File: config.mk
export PLATFORM = sky130hd
export DESIGN_NAME = fp16_unpack
export DESIGN_NICKNAME = d
export VERILOG_FILES = /design/src/rtl/fp16_unpack.sv
export SDC_FILE = /design/constraint.sdc
export NUM_CORES = 1
export LEC_CHECK = 0
export CAP_MARGIN = 5
export CORE_MARGIN = 4
export CORE_UTILIZATION = 30
export DETAILED_ROUTE_END_ITERATION = 8
export SLEW_MARGIN = 15
export SYNTH_ARGS = -nofsm -noshare
export SYNTH_HDL_FRONTEND = slang
export SYNTH_SLANG_ARGS = --single-unit
File: constraint.sdc
create_clock -name clk -period 1.6 [get_ports clk]
set_input_delay 0.48 -clock clk [delete_from_list [all_inputs] [get_ports clk]]
set_output_delay 0.48 -clock clk [all_outputs]
set_load 0.02 [all_outputs]
File: src/rtl/fp16_unpack.sv
// fp16_unpack: binary16 operand decoder for the SD4 MAC front end.
// Two-stage valid/ready pipeline: S1 captures and classifies the word and
// counts mantissa leading zeros; S2 applies the normalising shift and
// drives the registered outputs. Subnormals are pre-normalised, so
// downstream stages see a single operand format.
// Build option: define SD4_UNPACK_DAZ_EN to flush subnormals to signed zero.
// In that build the leading-zero counter is not built.
module fp16_unpack #(
  parameter int EXP_W = 7
) (
  input  logic             clk,
  input  logic             rst,
  input  logic             in_valid,
  output logic             in_ready,
  input  logic [15:0]      in_data,
  output logic             out_valid,
  input  logic             out_ready,
  output logic             sign,
  output logic [EXP_W-1:0] exp_out,
  output logic [10:0]      sig_out,
  output logic             is_zero,
  output logic             is_sub,
  output logic             is_inf,
  output logic             is_nan
);

  logic       s2_adv;
  logic       accept;
  logic [4:0] in_e;
  logic [9:0] in_m;
  logic       c_zero, c_sub, c_inf, c_nan;

  logic       s1_valid;
  logic       s1_sign;
  logic [4:0] s1_e;
  logic [9:0] s1_m;
  logic       s1_zero, s1_sub, s1_inf, s1_nan;

  logic [EXP_W-1:0] d_exp;
  logic [10:0]      d_sig;

  assign s2_adv   = !out_valid || out_ready;
  assign in_ready = !s1_valid || s2_adv;
  assign accept   = in_valid && in_ready;

  assign in_e = in_data[14:10];
  assign in_m = in_data[9:0];

`ifdef SD4_UNPACK_DAZ_EN
  // Subnormals collapse onto signed zero, so the whole E==0 band is zero.
  assign c_zero = (in_e == 5'd0);
  assign c_sub  = 1'b0;
`else
  logic [3:0] in_lz;
  logic [3:0] s1_lz;
  logic [EXP_W-1:0] lz_ext;
  logic [10:0]      sub_sig;

  assign c_zero = (in_e == 5'd0) && (in_m == 10'd0);
  assign c_sub  = (in_e == 5'd0) && (in_m != 10'd0);

  // Leading-zero count of the mantissa; only meaningful for a subnormal.
  always_comb begin
    logic found;
    in_lz = 4'd0;
    found = 1'b0;
    for (int i = 9; i >= 0; i--) begin
      if (!found && in_m[i]) begin
        in_lz = 4'(9 - i);
        found = 1'b1;
      end
    end
  end

  // Keep the shift count alongside the S1 word.
  always_ff @(posedge clk) begin
    if (!rst) s1_lz <= 4'd0;
    else if (accept) s1_lz <= in_lz;
  end

  // Shifting {M,0} left by p puts the leading one in bit 10.
  assign lz_ext  = {{(EXP_W-4){1'b0}}, s1_lz};
  assign sub_sig = {s1_m, 1'b0} << s1_lz;
`endif

  assign c_inf = (in_e == 5'd31) && (in_m == 10'd0);
  assign c_nan = (in_e == 5'd31) && (in_m != 10'd0);

  // S1: capture and classify the incoming word; empties when S2 takes it.
  always_ff @(posedge clk) begin
    if (!rst) begin
      s1_valid <= 1'b0;
      s1_sign  <= 1'b0;
      s1_e     <= 5'd0;
      s1_m     <= 10'd0;
      s1_zero  <= 1'b0;
      s1_sub   <= 1'b0;
      s1_inf   <= 1'b0;
      s1_nan   <= 1'b0;
    end else begin
      if (in_ready) s1_valid <= in_valid;
      if (accept) begin
        s1_sign <= in_data[15];
        s1_e    <= in_e;
        s1_m    <= in_m;
        s1_zero <= c_zero;
        s1_sub  <= c_sub;
        s1_inf  <= c_inf;
        s1_nan  <= c_nan;
      end
    end
  end

  // Decode: normal, inf and NaN all share exp=E, sig={1,M}.
  always_comb begin
    d_exp = {{(EXP_W-5){1'b0}}, s1_e};
    d_sig = {1'b1, s1_m};
    if (s1_zero) begin
      d_exp = '0;
      d_sig = 11'd0;
    end
`ifndef SD4_UNPACK_DAZ_EN
    else if (s1_sub) begin
      d_exp = ~lz_ext + 1'b1;
      d_sig = sub_sig;
    end
`endif
  end

  // S2: output register; holds everything while the consumer stalls.
  always_ff @(posedge clk) begin
    if (!rst) begin
      out_valid <= 1'b0;
      sign      <= 1'b0;
      exp_out   <= '0;
      sig_out   <= 11'd0;
      is_zero   <= 1'b0;
      is_sub    <= 1'b0;
      is_inf    <= 1'b0;
      is_nan    <= 1'b0;
    end else if (s2_adv) begin
      out_valid <= s1_valid;
      if (s1_valid) begin
        sign    <= s1_sign;
        exp_out <= d_exp;
        sig_out <= d_sig;
        is_zero <= s1_zero;
        is_sub  <= s1_sub;
        is_inf  <= s1_inf;
        is_nan  <= s1_nan;
      end
    end
  end

endmodule

==> parameters.txt <==
Parameter                              Value

STA
  Accumulated negative setup slack ... 0 ps
  Post-route minimum period ... about 1500 ps
  Ratio of final minimum period to clock period ... 96.7%
  Worst hold-check slack ... 452 ps
  Max Fclk ... between 0.6 and 0.7 GHz
  Worst Skew ... 8.28 ps
  Slew headroom ... between 70% and 80%
  Pin slew with the least headroom to its limit ... between 300 and 400 ps
  Fin. Hold Viols ... 0
  Number of setup violations in the final report ... 0
  Max-slew violation total from the final report ... 0

Synthesis
  Synth warn ... 0
  Most used standard cell by instance count after synthesis ... nand2_1
  Summed instance area of the synthesized netlist ... roughly 2400 um^2
  Number of distinct library cell variants in the gate-level netlist after synthesis ... 48
  Number of instances in the synthesized netlist ... 291
  Sequential fraction of the synthesis area ... between 40% and 50%
  Post-synth top cells ... nand2_1, dfxtp_1, a21oi_1, nor2_1, clkbuf_1
  Seq cells post-synth ... just under 50
  Avg Inst Size Synth ... just over 8 um^2
  Post-synthesis async set-or-reset flop share ... 0%
  Main synth FF type ... dfxtp_1
  Number of synthesized flops with an enable pin ... 0
  Cell type with the highest aggregate area in the netlist ... dfxtp_1
  Ranking of synthesized cells by area ... dfxtp_1, nand2_1, a21oi_1, mux4_2, mux4_1
  Fraction of post-synthesis cell area in the top cell type by area ... approximately 40%
  Post-Syn Nets ... about 310

Critical path
  Required time of the critical path ... 1790 ps
  Critical register-to-register path startpoint ... s1_lz[0]
  Capturing instance or port of the critical path ... sig_out[9]
  Arrival time reported for the critical path endpoint ... approximately 1700 ps
  Logic depth of the worst register-to-register path ... 4
  Worst setup path start ... s1_lz[0]
  Max FO, Critical Path ... 2
  Endpoint of the worst-slack reg-to-reg timing path ... sig_out[9]
  Minimum setup slack among reg-to-reg paths ... roughly 52 ps
  Kind of critical path ... flop to flop
  Sort of element at the start of the critical path ... flop
  Sort of element at the end of the critical path ... flop

Power
  Worst voltage drop across the vdd grid ... 275 uV
  Cell leakage power ... about 1.4 nW
  Power, Total ... ~0.0027 W
  Pwr dens ... 770 nW/um^2

Cells and area
  Count of inserted antenna diode cells ... 0
  Post-Layout Cell Count ... 481
  Number of nets in the layout ... approximately 400
  Area grow syn2layout ... 44.3%
  Fraction of layout cells with a size suffix above 1 ... 22.7%
  Layout filler cell count ... just over 800

Global routing
  Number of global-route vias before repair ... 2331
  First-pass GRT wire length ... ~11000 um
  Remaining Overflow, GRT ... 0
  Global routing usage summed across all routing layers ... ~14%
  Antenna violations before repair ... 0
  Maximum number of pins on one net before global-route repair ... 34

CTS
  Number of clock buffers inserted by TritonCTS ... 5
  CTS tree ... yes
  Worst skew pair latency ... roughly 300 ps
  Total number of H-tree levels ... 2
  Sink Count ... 49
  Clock root buffer master ... clkbuf_8
  Clock-pin slew reported for the worst setup and hold paths after clock tree synthesis ... ~90 ps
  Max Root-Sink Buffers ... 2

Die
  Floorplan core area ... 7770 um^2
  Y dimension of the die ... 97.6 um
  Number of placement rows ... 32
  Die extent in x ... 97.6 um
  Ports placed on the boundary ... 45
  Die ar. ... approximately 9500 um^2
  Initial core utilization ... between 30% and 40%

Min path
  Number of cells on the worst hold path ... 2
  Worst min path class ... flop to flop

Detailed routing
  Detailed-route via count ... 2372
  Post-route DRC ... 0
  Wire length per cell after detailed routing ... 13.9 um
  DR pass1 iterations ... 4
  Drt via density ... just under 5
  Drt total wl ... roughly 6700 um
  DRT antenna net count ... 0
  Initial DRC Count ... ~120

Placed design
  Placed Instances ... 471
  Final RePlAce weighted congestion ... ~0.85
  Sum of net half-perimeters after detailed placement ... roughly 5200 um
  Port Buffers ... between 40 and 50

Flow run
  Max-cap violations ... 0

Run status
  Outcome ... completed
==> per-layer routing <==
metal / up-vias / wire [um] / track usage [%]
li1: 1224 / - / -
met1: 1088 / 3210 / 19.5
met2: 56 / 3140 / 22.7
met3: 4 / 325 / 2.94
met4: 0 / 34 / 3.51
met5: - / 0 / 0
==> cell families after synthesis <==
family	Yosys count	synth area share (%)
simple gates	120	22.8
compound gates	74	19.6
flops	49	40.7
buf+inv	31	5.51
mux	15	10.4
xor+xnor	1	0.364
fa+ha+maj	1	0.520
==> power by group <==
part | internal [W] | total (W) | switching, W
logic | 0.000236 | 0.000462 | 0.000226
clock network | 0.000510 | 0.000906 | 0.000396
registers | 0.00127 | 0.00131 | 0.0000398
total | 0.00201 | 0.00267 | 0.000662
==> worst max-delay path, cell delays in order, from the launching register on <==
cell	delay, ps
dfxtp_2	360
mux4_2	520
a2111o_1	420
o211ai_2	80
a21oi_2	70
==> metrics by stage <==
stage               cell area (um^2)  utilization [%]  worst slack (ps)
floorplan                       2410                -              10.2
global placement                3310             42.7              -563
detailed placement              3310             42.7              -581
CTS                             3430             44.1              -147
global route                    3470             44.7             -21.5
finish                          3470             44.7              52.3
==> sequential cells by signal, summed over array words and instances, names as in the netlist, 4 cells and up <==
register and count:
exp_out 7, s1_e 5, s1_lz 4, s1_m 10, sig_out 11
==> worst min path at each step <==
stage                  to        from  slack (ps)
2_1_floorplan      is_inf      s1_inf         430
3_3_place_gp   sig_out[0]  sig_out[0]         440
3_5_place_dp       s1_nan      s1_nan         450
4_1_cts            s1_nan      s1_nan         460
5_1_grt            is_sub      is_sub         470
6_report       sig_out[0]  sig_out[0]         450
==> repair_timing <==
item | 4_1_cts | 5_1_grt
cloned | 0 | 0
pin swaps | 3 | 2
hold buffers | 0 | 0
setup buffers | 0 | 2
resized for setup | 38 | 10
setup endpoints to repair | 34 | 29
==> cells in the final DEF, fill, tap and decap left out, drive strengths merged, types with 3 or more instances in the layout <==
master / Yosys / routed
nor2: 18 / 18
mux2i: 7 / 7
dfxtp: 49 / 49
dlygate4sd2: 0 / 24
nor3: 8 / 8
o41ai: 3 / 3
nor2b: 4 / 4
inv: 9 / 9
a211oi: 4 / 4
clkbuf: 13 / 7
o211ai: 4 / 4
mux4: 7 / 7
nor4: 5 / 5
clkdlybuf4s50: 0 / 18
nand2: 60 / 60
a31oi: 4 / 4
a21oi: 41 / 41
nand3: 10 / 10
a221oi: 3 / 3
buf: 7 / 57
nand2b: 4 / 4
a22oi: 3 / 3
==> cell type report <==
| cell class | instances | area (um^2) | share of cell area (%) |
|---|---|---|---|
| inverters | 11 | 41.3 | 1.19 |
| clock buffers | 7 | 86.3 | 2.48 |
| repair buffers | 100 | 863 | 24.8 |
| well taps | 102 | 128 | 3.67 |
| clock inverters | 1 | 30.0 | 0.864 |
| multi-input cells | 211 | 1340 | 38.5 |
| flip-flops and latches | 49 | 987 | 28.4 |
Power figures use the tool's default switching activity.
